[src/rtl/alu_pkg.sv]
// Shared definitions for the sequential ALU: MIPS funct op codes, the
// controller state encoding and a helper that flags supported op codes.
package alu_pkg;

    localparam logic [5:0] OP_MULTU = 6'd25;
    localparam logic [5:0] OP_ADD   = 6'd32;
    localparam logic [5:0] OP_SUB   = 6'd34;
    localparam logic [5:0] OP_AND   = 6'd36;
    localparam logic [5:0] OP_OR    = 6'd37;
    localparam logic [5:0] OP_XOR   = 6'd38;
    localparam logic [5:0] OP_NOR   = 6'd39;
    localparam logic [5:0] OP_SLT   = 6'd42;

    typedef enum logic {
        IDLE = 1'b0,
        MUL  = 1'b1
    } state_e;

    function automatic logic supported_op(input logic [5:0] sel);
        logic ok;
        case (sel)
            OP_MULTU, OP_ADD, OP_SUB, OP_AND,
            OP_OR, OP_XOR, OP_NOR, OP_SLT: ok = 1'b1;
            default:                       ok = 1'b0;
        endcase
        return ok;
    endfunction

endpackage

[src/rtl/alu_seq_if.sv]
// Request/response bundle of the sequential ALU.
//   in_valid/in_ready : request handshake carrying a, b, sel
//   out_valid/out_ready : result handshake carrying result, result_hi and flags
// master = decode/writeback side, slave = the ALU.
interface alu_seq_if #(
    parameter int WIDTH = 32
);
    logic             in_valid;
    logic             in_ready;
    logic [WIDTH-1:0] a;
    logic [WIDTH-1:0] b;
    logic [5:0]       sel;
    logic             out_valid;
    logic             out_ready;
    logic [WIDTH-1:0] result;
    logic [WIDTH-1:0] result_hi;
    logic             c_out;
    logic             overflow;
    logic             zero;
    logic             illegal;

    modport master (
        output in_valid, a, b, sel, out_ready,
        input  in_ready, out_valid, result, result_hi, c_out, overflow, zero, illegal
    );

    modport slave (
        input  in_valid, a, b, sel, out_ready,
        output in_ready, out_valid, result, result_hi, c_out, overflow, zero, illegal
    );
endinterface

[src/rtl/alu_core.sv]
// Combinational WIDTH-bit ALU core built as a ripple of per-bit slices.
//   a, b     : operands
//   sel      : MIPS funct op code
//   result   : logic/arith result; SLT puts its set bit in bit 0
//   c_out    : MSB carry for ADD/SUB (SUB: 1 = no borrow), else 0
//   overflow : signed overflow for ADD/SUB, else 0
//   illegal  : sel is not a supported code (result is then 0)
module alu_core
    import alu_pkg::*;
#(
    parameter int WIDTH = 32
) (
    input  logic [WIDTH-1:0] a,
    input  logic [WIDTH-1:0] b,
    input  logic [5:0]       sel,
    output logic [WIDTH-1:0] result,
    output logic             c_out,
    output logic             overflow,
    output logic             illegal
);

    logic             is_sub;
    logic [WIDTH-1:0] b_eff;
    logic [WIDTH-1:0] sum;
    logic             carry;
    logic             ovf;
    logic             set_bit;

    always_comb begin
        // SLT rides on the subtract path
        is_sub = (sel == OP_SUB) || (sel == OP_SLT);
        b_eff  = is_sub ? ~b : b;
        sum    = '0;
        carry  = is_sub;
        for (int i = 0; i < WIDTH; i++) begin
            sum[i] = a[i] ^ b_eff[i] ^ carry;
            carry  = (a[i] & b_eff[i]) | (carry & (a[i] ^ b_eff[i]));
        end
        ovf = (a[WIDTH-1] == b_eff[WIDTH-1]) && (sum[WIDTH-1] != a[WIDTH-1]);
        // sign of the difference corrected by overflow gives a true signed compare
        set_bit = sum[WIDTH-1] ^ ovf;

        result   = '0;
        c_out    = 1'b0;
        overflow = 1'b0;
        case (sel)
            OP_AND: result = a & b;
            OP_OR:  result = a | b;
            OP_XOR: result = a ^ b;
            OP_NOR: result = ~(a | b);
            OP_ADD, OP_SUB: begin
                result   = sum;
                c_out    = carry;
                overflow = ovf;
            end
            OP_SLT: result[0] = set_bit;
            default: result = '0;
        endcase
        illegal = !supported_op(sel);
    end

endmodule

[src/rtl/alu_seq.sv]
// Handshaked WIDTH-bit ALU with registered results and a multi-cycle
// unsigned shift-add multiply.
//   clk, rst : clock, synchronous active-high reset
//   bus      : slave side of alu_seq_if (request in, registered result out)
module alu_seq
    import alu_pkg::*;
#(
    parameter int WIDTH = 32,
    parameter int CNT_W = $clog2(WIDTH + 1)
) (
    input  logic     clk,
    input  logic     rst,
    alu_seq_if.slave bus
);

    state_e             state_q, state_d;
    logic [CNT_W-1:0]   cnt_q, cnt_d;
    logic [WIDTH-1:0]   mcand_q, mcand_d;
    logic [WIDTH-1:0]   mplier_q, mplier_d;
    logic [2*WIDTH-1:0] acc_q, acc_d;

    logic               out_valid_q, out_valid_d;
    logic [WIDTH-1:0]   result_q, result_d;
    logic [WIDTH-1:0]   result_hi_q, result_hi_d;
    logic               c_out_q, c_out_d;
    logic               overflow_q, overflow_d;
    logic               zero_q, zero_d;
    logic               illegal_q, illegal_d;

    logic               in_ready;
    logic               accept;
    logic [WIDTH-1:0]   core_result;
    logic               core_c_out;
    logic               core_ovf;
    logic               core_illegal;
    logic [WIDTH:0]     addend;
    logic [WIDTH:0]     mul_sum;
    logic [2*WIDTH-1:0] mul_next;

    alu_core #(.WIDTH(WIDTH)) u_core (
        .a        (bus.a),
        .b        (bus.b),
        .sel      (bus.sel),
        .result   (core_result),
        .c_out    (core_c_out),
        .overflow (core_ovf),
        .illegal  (core_illegal)
    );

    always_comb begin
        in_ready = (state_q == IDLE) && (!out_valid_q || bus.out_ready);
        accept   = bus.in_valid && in_ready;

        // carry of the high-half add is kept and shifted down with the accumulator
        addend   = mplier_q[0] ? {1'b0, mcand_q} : {(WIDTH+1){1'b0}};
        mul_sum  = {1'b0, acc_q[2*WIDTH-1:WIDTH]} + addend;
        mul_next = {mul_sum, acc_q[WIDTH-1:1]};

        state_d     = state_q;
        cnt_d       = cnt_q;
        mcand_d     = mcand_q;
        mplier_d    = mplier_q;
        acc_d       = acc_q;
        out_valid_d = out_valid_q;
        result_d    = result_q;
        result_hi_d = result_hi_q;
        c_out_d     = c_out_q;
        overflow_d  = overflow_q;
        zero_d      = zero_q;
        illegal_d   = illegal_q;

        if (out_valid_q && bus.out_ready) begin
            out_valid_d = 1'b0;
        end

        case (state_q)
            IDLE: begin
                if (accept) begin
                    if (bus.sel == OP_MULTU) begin
                        mcand_d  = bus.a;
                        mplier_d = bus.b;
                        acc_d    = '0;
                        cnt_d    = '0;
                        state_d  = MUL;
                    end else begin
                        result_d    = core_result;
                        result_hi_d = '0;
                        c_out_d     = core_c_out;
                        overflow_d  = core_ovf;
                        illegal_d   = core_illegal;
                        // an illegal op reports only the illegal flag
                        zero_d      = !core_illegal && (core_result == '0);
                        out_valid_d = 1'b1;
                    end
                end
            end
            MUL: begin
                acc_d    = mul_next;
                mplier_d = mplier_q >> 1;
                cnt_d    = cnt_q + CNT_W'(1);
                if (cnt_q == CNT_W'(WIDTH - 1)) begin
                    result_d    = mul_next[WIDTH-1:0];
                    result_hi_d = mul_next[2*WIDTH-1:WIDTH];
                    c_out_d     = 1'b0;
                    overflow_d  = 1'b0;
                    illegal_d   = 1'b0;
                    zero_d      = (mul_next[WIDTH-1:0] == '0);
                    out_valid_d = 1'b1;
                    cnt_d       = '0;
                    state_d     = IDLE;
                end
            end
            default: state_d = IDLE;
        endcase
    end

    always_ff @(posedge clk) begin
        if (rst) begin
            state_q     <= IDLE;
            cnt_q       <= '0;
            mcand_q     <= '0;
            mplier_q    <= '0;
            acc_q       <= '0;
            out_valid_q <= 1'b0;
            result_q    <= '0;
            result_hi_q <= '0;
            c_out_q     <= 1'b0;
            overflow_q  <= 1'b0;
            zero_q      <= 1'b0;
            illegal_q   <= 1'b0;
        end else begin
            state_q     <= state_d;
            cnt_q       <= cnt_d;
            mcand_q     <= mcand_d;
            mplier_q    <= mplier_d;
            acc_q       <= acc_d;
            out_valid_q <= out_valid_d;
            result_q    <= result_d;
            result_hi_q <= result_hi_d;
            c_out_q     <= c_out_d;
            overflow_q  <= overflow_d;
            zero_q      <= zero_d;
            illegal_q   <= illegal_d;
        end
    end

    assign bus.in_ready  = in_ready;
    assign bus.out_valid = out_valid_q;
    assign bus.result    = result_q;
    assign bus.result_hi = result_hi_q;
    assign bus.c_out     = c_out_q;
    assign bus.overflow  = overflow_q;
    assign bus.zero      = zero_q;
    assign bus.illegal   = illegal_q;

endmodule

[src/flat_wrapper.sv]
// flat-port wrapper written by rule: the top's interface ports become plain ports
module alu_seq_flat import alu_pkg::*;
#(
    parameter int WIDTH = 32,
    parameter int CNT_W = $clog2(WIDTH + 1)
)
  (clk, rst, bus_in_valid, bus_a, bus_b, bus_sel, bus_out_ready, bus_in_ready, bus_out_valid, bus_result, bus_result_hi, bus_c_out, bus_overflow, bus_zero, bus_illegal);
  alu_seq_if #(.WIDTH(WIDTH)) bus_i ();
  input  logic clk;
  input  logic rst;
  input wire logic [$bits(bus_i.in_valid)-1:0] bus_in_valid;
  input wire logic [$bits(bus_i.a)-1:0] bus_a;
  input wire logic [$bits(bus_i.b)-1:0] bus_b;
  input wire logic [$bits(bus_i.sel)-1:0] bus_sel;
  input wire logic [$bits(bus_i.out_ready)-1:0] bus_out_ready;
  output wire logic [$bits(bus_i.in_ready)-1:0] bus_in_ready;
  output wire logic [$bits(bus_i.out_valid)-1:0] bus_out_valid;
  output wire logic [$bits(bus_i.result)-1:0] bus_result;
  output wire logic [$bits(bus_i.result_hi)-1:0] bus_result_hi;
  output wire logic [$bits(bus_i.c_out)-1:0] bus_c_out;
  output wire logic [$bits(bus_i.overflow)-1:0] bus_overflow;
  output wire logic [$bits(bus_i.zero)-1:0] bus_zero;
  output wire logic [$bits(bus_i.illegal)-1:0] bus_illegal;
  assign bus_i.in_valid = bus_in_valid;
  assign bus_i.a = bus_a;
  assign bus_i.b = bus_b;
  assign bus_i.sel = bus_sel;
  assign bus_i.out_ready = bus_out_ready;
  assign bus_in_ready = bus_i.in_ready;
  assign bus_out_valid = bus_i.out_valid;
  assign bus_result = bus_i.result;
  assign bus_result_hi = bus_i.result_hi;
  assign bus_c_out = bus_i.c_out;
  assign bus_overflow = bus_i.overflow;
  assign bus_zero = bus_i.zero;
  assign bus_illegal = bus_i.illegal;
  alu_seq #(.WIDTH(WIDTH), .CNT_W(CNT_W)) u_core (.clk(clk), .rst(rst), .bus(bus_i));
endmodule
[config.mk]
export PLATFORM = sky130hd
export DESIGN_NAME = alu_seq_flat
export DESIGN_NICKNAME = d
export VERILOG_FILES = /design/src/rtl/alu_pkg.sv /design/src/rtl/alu_seq_if.sv /design/src/rtl/alu_core.sv /design/src/rtl/alu_seq.sv /design/src/flat_wrapper.sv
export SDC_FILE = /design/constraint.sdc
export NUM_CORES = 1
export LEC_CHECK = 0
export CAP_MARGIN = 25
export CORE_ASPECT_RATIO = 1.25
export CORE_UTILIZATION = 55
export DETAILED_ROUTE_END_ITERATION = 8
export PLACE_DENSITY = 0.82
export SKIP_LAST_GASP = 1
export SLEW_MARGIN = 30
export SYNTH_ARGS = -nofsm -noshare
export SYNTH_HDL_FRONTEND = slang
export SYNTH_SLANG_ARGS = --single-unit
export TNS_END_PERCENT = 50
[constraint.sdc]
create_clock -name clk -period 50.7 [get_ports clk]
set_clock_uncertainty 0.1 [all_clocks]
set_input_delay 12.675 -clock clk [delete_from_list [all_inputs] [get_ports clk]]
set_output_delay 12.675 -clock clk [all_outputs]
set_load 0.1 [all_outputs]
---- Yosys cells after proc, flatten, opt, wreduce, memory -nomap -nowiden ----
Cells that the tools add are included.
operators by class
  bitwise operators ....................... 167
  add/sub/neg operators ................... 2
  reduce and logical (&&, ||, !) cells .... 16
  multiplexer cells ....................... 48
  eq/ne operators ......................... 15
operators with widths
  cell                                                                   count
  32-bit 2-to-1 mux                                                      10
  32-bit one-hot mux with 2 select lines                                 3
  31-bit one-hot mux with 5 select lines                                 1
  64-bit 2-to-1 mux                                                      2
  64-bit one-hot mux with 2 select lines                                 1
  1-bit XOR                                                              65
  1-bit bitwise AND                                                      64
  32-bit zero test                                                       2
  32-bit NOT                                                             2
  6-bit equality test, second input constant                             7
  32-bit by 33-bit adder with 33-bit output                              1
  32-bit bitwise AND                                                     1
  1-bit OR                                                               32
  32-bit OR                                                              1
  32-bit XOR                                                             1
  1-bit 2-to-1 mux                                                       20
  6-bit 2-to-1 mux                                                       3
  6-bit by 5-bit equality test with 1-bit output, second input constant  2
  1-bit one-hot mux with 2 select lines                                  6
  6-bit one-hot mux with 2 select lines                                  1
  8-bit OR reduction                                                     1
  6-bit by 1-bit adder with 6-bit output, second input constant          1
  2-bit inequality test, second input constant                           3
  1-bit one-hot mux with 6 select lines                                  1
  other kinds (10)                                                       17
word-level totals
  register bits ........................... 204
  input port bits ......................... 74
  output and inout port bits .............. 70

---- Logic depth before layout (Yosys ltp) ----
  word-level depth ........................ 76
  mapped depth ............................ 45
  gate-level depth less buffers ........... 42

---- By module ----
Synthesis repeated with hierarchy kept, for this count alone.
second synthesis, totals
  cells, all modules ...................... 1578
  area, all modules ....................... 13210.2 µm²
by module, submodules not included
  module    instances  area each (µm²)  cells each
  alu_seq   1          9696.8           1139
  alu_core  1          3513.4           439

---- Worst setup path before layout ----
No wires, ideal clock.
  path type ............................... input-to-reg
  start ................................... input port bus_sel[1]
  end ..................................... register u_core.zero_q, in the netlist u_core.bus.zero
  data arrival time ....................... 27.645 ns
  path slack .............................. 22.893 ns
  required time ........................... 50.538 ns
  stages on the path ...................... 45
  path buffers ............................ 4
  path through ............................ buf_4 > buf_4 > nand4b_1 > clkbuf_1 > buf_1 > o21ai_0 > fa_1 > fa_1 > fa_1 > fa_1 > fa_1 > fa_1 > fa_1 > fa_1 > fa_1 > fa_1 > fa_1 > fa_1 > (+9 left out) > fa_1 > fa_1 > fa_1 > fa_1 > fa_1 > fa_1 > fa_1 > inv_1 > fa_1 > fa_1 > inv_1 > fa_1 > a222oi_1 > nand2_1 > nor4_1 > nand2_1 > nor3_1 > o221a_1
on the way
  cells in the longest elaborated chain, start to end .. 76
  elaborated cells on any way between the ends .. 183
  classes of those cells .................. eq/ne (11); mux (7); bitwise (158); reduce/logical (7)
RTL lines
  item                                   line                                           RTL
  from (decl)                            flat_wrapper.sv:14                             input wire logic [$bits(bus_i.sel)-1:0] bus_sel;
  6-bit equality test                    alu_pkg.sv:21, alu_core.sv:31, alu_core.sv:46
  1-bit logical OR                       alu_core.sv:31                                 is_sub = (sel == OP_SUB) || (sel == OP_SLT);
  32-bit 2-to-1 mux                      alu_core.sv:32                                 b_eff = is_sub ? ~b : b;
  1-bit XOR                              alu_core.sv:36, alu_core.sv:37
  1-bit bitwise AND                      alu_core.sv:37                                 carry = (a[i] & b_eff[i]) | (carry & (a[i] ^ b_eff[i]));
  1-bit OR                               alu_core.sv:37
  1-bit bitwise AND                      alu_core.sv:37
  1-bit OR                               alu_core.sv:37
  (+60 left out)                         n/a
  1-bit logical AND                      alu_core.sv:39                                 ovf = (a[WIDTH-1] == b_eff[WIDTH-1]) && (sum[WIDTH-1] != a[WIDTH-1]);
  1-bit XOR                              alu_core.sv:41                                 set_bit = sum[WIDTH-1] ^ ovf;
  1-bit one-hot mux with 6 select lines  alu_core.sv:46                                 case (sel)
  32-bit zero test                       alu_seq.sv:92                                  zero_d = !core_illegal && (core_result == '0);
  1-bit logical AND                      alu_seq.sv:92
  1-bit 2-to-1 mux                       alu_seq.sv:79                                  if (bus.sel == OP_MULTU) begin
  1-bit 2-to-1 mux                       alu_seq.sv:78                                  if (accept) begin
  1-bit one-hot mux with 2 select lines  alu_seq.sv:76                                  case (state_q)
  to (signal assigned)                   alu_seq.sv:142                                 zero_q <= zero_d;
  to (decl)                              alu_seq.sv:27                                  logic zero_q, zero_d;
Parallel ways exist; a longest one is shown, timed or not. The select of a mux whose other input is x is not followed.
A chain may end at the register's enable or synchronous reset.

---- Worst setup path in the final report ----
  start ................................... input port bus_sel[0]
  end ..................................... register u_core.zero_q, in the netlist u_core.bus.zero
Same word-level chain as after synthesis.

==> impl_metrics.env <==
export IMPL_status="complete, no violations"
export IMPL_cts_resized=0
export IMPL_fin_crit_ns=28.47
export IMPL_path_common_cell="fa_1"
export IMPL_wl_per_cell_um=19.2
export IMPL_drv_cap=0
export IMPL_synth_top_family_by_area="compound AO/OA/AOI/OAI gates"
export IMPL_grt_pass1_vias=11200
export IMPL_report_final_setup_viol=0
export IMPL_netlist_area_mm2=0.0127
export IMPL_viasPerCell=6.07
export IMPL_cts_setup_buffers=0
export IMPL_yosysWarnings=0
export IMPL_p_total_mw=0.377
export IMPL_diodes=0
export IMPL_criticalPathCategory="in -> reg"
export IMPL_startpoint_type="input port"
export IMPL_synthToLayoutAreaGrowth_pct=17.7
export IMPL_synth_most_common_cell="nand2_1"
export IMPL_synth_xor_area_frac=0.0620
export IMPL_tightest_slew_ns=0.991
export IMPL_synth_top_area_share=0.320
export IMPL_async_flop_share=0
export IMPL_hpwlAfterDp_um=26800
export IMPL_fp_coreArea_mm2=0.0224
export IMPL_wl_um=37800
export IMPL_muxShareOfSynthArea=0.00334
export IMPL_first_pass_iters=6
export IMPL_reg2reg_depth=10
export IMPL_fmax_mhz=35.1
export IMPL_cts_root_buffer="clkbuf_16"
export IMPL_yosys_area_share_simple=0.201
export IMPL_synthFlopType="dfxtp_1"
export IMPL_clk_latency_ns=0.52
export IMPL_grt_overflow=0
export IMPL_power_leakage_nw=6.05
export IMPL_synth_common_cells="nand2_1, dfxtp_1, a21oi_1"
export IMPL_period_share=0.561
export IMPL_crit_path_end_kind="register"
export IMPL_fp_dieW_um=138
export IMPL_final_setup_tns_ns=0
export IMPL_cp_slowest_cell="clkdlybuf4s50_1"
export IMPL_synth_compound_area_share=0.211
export IMPL_max_stage_delay_ns=0.52
export IMPL_path_max_fanout=33
export IMPL_clk_pin_slew_ns=0.06
export IMPL_grt_pass1_wl_um=59600
export IMPL_synth_top_area_cell="dfxtp_1"
export IMPL_final_hold_viol_count=0
export IMPL_portBuffers=143
export IMPL_ant_nets=0
export IMPL_cp_arrival_ns=28.82
export IMPL_grt_setup_unrepaired="no"
export IMPL_required_ns=51.06
export IMPL_synth_seq_area_share=0.320
export IMPL_hold_path_class="reg -> reg"
export IMPL_cts_buffer_depth=3
export IMPL_yosysUniqueCellTypes=67
export IMPL_synth_fa_ha_area_frac=0.147
export IMPL_synth_nets=1799
export IMPL_drt_initial_drc_count=1091
export IMPL_drc_errors=0
export IMPL_htreeDepth=1
export IMPL_synth_seq_cells=203
export IMPL_fin_nets=1871
export IMPL_cts_buffers=22
export IMPL_peakVddDrop_uv=30.2
export IMPL_netlist_instances=1595
export IMPL_initial_utilization=0.567
export IMPL_max_slew_margin=0.337
export IMPL_whs_path_depth=2
export IMPL_cts_tree="done"
export IMPL_synth_edff_count=0
export IMPL_ys_top_cells_by_area="dfxtp_1, ha_1, a21oi_1"
export IMPL_clkSinkCount=203
export IMPL_die_area_mm2=0.0237
export IMPL_io_pins=144
export IMPL_register_area_mm2=0.00407
export IMPL_multi_input_area_mm2=0.00798
export IMPL_cts_hold_buf=0
export IMPL_n_fill_cell=1876
export IMPL_row_count=61
export IMPL_gp_congestion=0.910
export IMPL_grt_usage=0.313
export IMPL_maxSlewViolCount=0
export IMPL_avgSynthCellArea_um2=7.97
export IMPL_grt_max_degree=120
export IMPL_power_density_mw_per_mm2=25.2
export IMPL_antenna_found_initial=1
export IMPL_drive_above_1_share=0.0381
export IMPL_die_h_um=172
export IMPL_num_vias=11900
==> metrics by stage <==
step	cell area [µm²]	hold slack [ns]	instances	setup WS, ns	util
6_report	15000	0.349	1962	22.23	0.667
4_1_cts	15000	0.350	1962	22.24	0.667
3_3_place_gp	14200	0.338	1926	22.04	0.633
5_1_grt	15000	0.363	1962	21.61	0.667
2_1_floorplan	12700	0.332	1595	22.89	-
3_5_place_dp	14200	0.342	1926	21.76	0.633
==> sequential cells by signal (all words and copies together), names as in the netlist <==
name	count
u_core.bus.illegal	1
u_core.cnt_q	6
u_core.acc_q	63
u_core.state_q	1
u_core.mplier_q	32
u_core.bus.c_out	1
u_core.bus.result_hi	32
u_core.bus.result	32
u_core.bus.overflow	1
u_core.bus.out_valid	1
u_core.bus.zero	1
u_core.mcand_q	32
==> per-layer routing <==
metal / track usage / share of wire / wire length [µm] / up-vias
met3: 0.0349 / 0.058 / 2180 / 103
met1: 0.387 / 0.41 / 15500 / 5634
met2: 0.537 / 0.48 / 18200 / 463
met5: 0 / 0.00034 / 13 / -
met4: 0.169 / 0.050 / 1890 / 2
li1: - / - / - / 5701
==> cells by family after synthesis <==
| kind of cell | Yosys count |
|---|---|
| and+or+nand+nor | 564 |
| AOI/OAI and AO/OA | 417 |
| DFF | 203 |
| buffers and inverters | 187 |
| adders and majority gates | 130 |
| xor gates and xnor gates | 90 |
| muxes | 4 |
==> placed cells by master, fill, tap and decap left out, drive strengths merged, types with 5 or more instances in the layout <==
cell	n
a21o	12
and3	46
o21ai	59
a211oi	5
fa	32
xor2	11
o211ai	42
nor3	15
nand4	10
nand3	25
inv	80
a221o	10
dfxtp	203
a21oi	171
ha	98
nor2	158
a22oi	45
nand2	228
o21a	5
nor4	14
clkdlybuf4s50	141
buf	14
a222oi	22
and2	40
clkbuf	29
a221oi	12
xnor2	79
==> power breakdown <==
part | internal [mW] | total (mW) | switching (mW) | leakage, nW
registers | 0.160 | 0.161 | 0.000711 | 1.64
clock network | 0.102 | 0.168 | 0.0658 | 0.371
logic | 0.0181 | 0.0478 | 0.0296 | 4.04
==> worst max-delay path, delay by kind of cell <==
family	cells	cell delay (ns)
fa+ha+maj	31	13.06
simple gates	6	1.31
buf+inv	4	0.99
compound gates	2	0.54
xor+xnor	1	0.21
==> path summary, 6_finish.rpt <==
check	startpoint	endpoint	slack, ns
worst max-delay path	bus_sel[0]	u_core.bus.zero	22.23
worst max register to register	u_core.mplier_q[0]	u_core.acc_q[62]	46.81
worst min register to register	u_core.mcand_q[9]	u_core.mcand_q[9]	0.35
worst min-delay path	u_core.mcand_q[9]	u_core.mcand_q[9]	0.35
==> layout make-up <==
class,count,share of cell area
flip-flops and latches,203,0.271
multi-input cells,1205,0.533
inverters,80,0.0201
clock inverters,7,0.00836
clock buffers,29,0.0419
well taps,283,0.0236
repair buffers,155,0.102
Power figures use the tool's default switching activity.
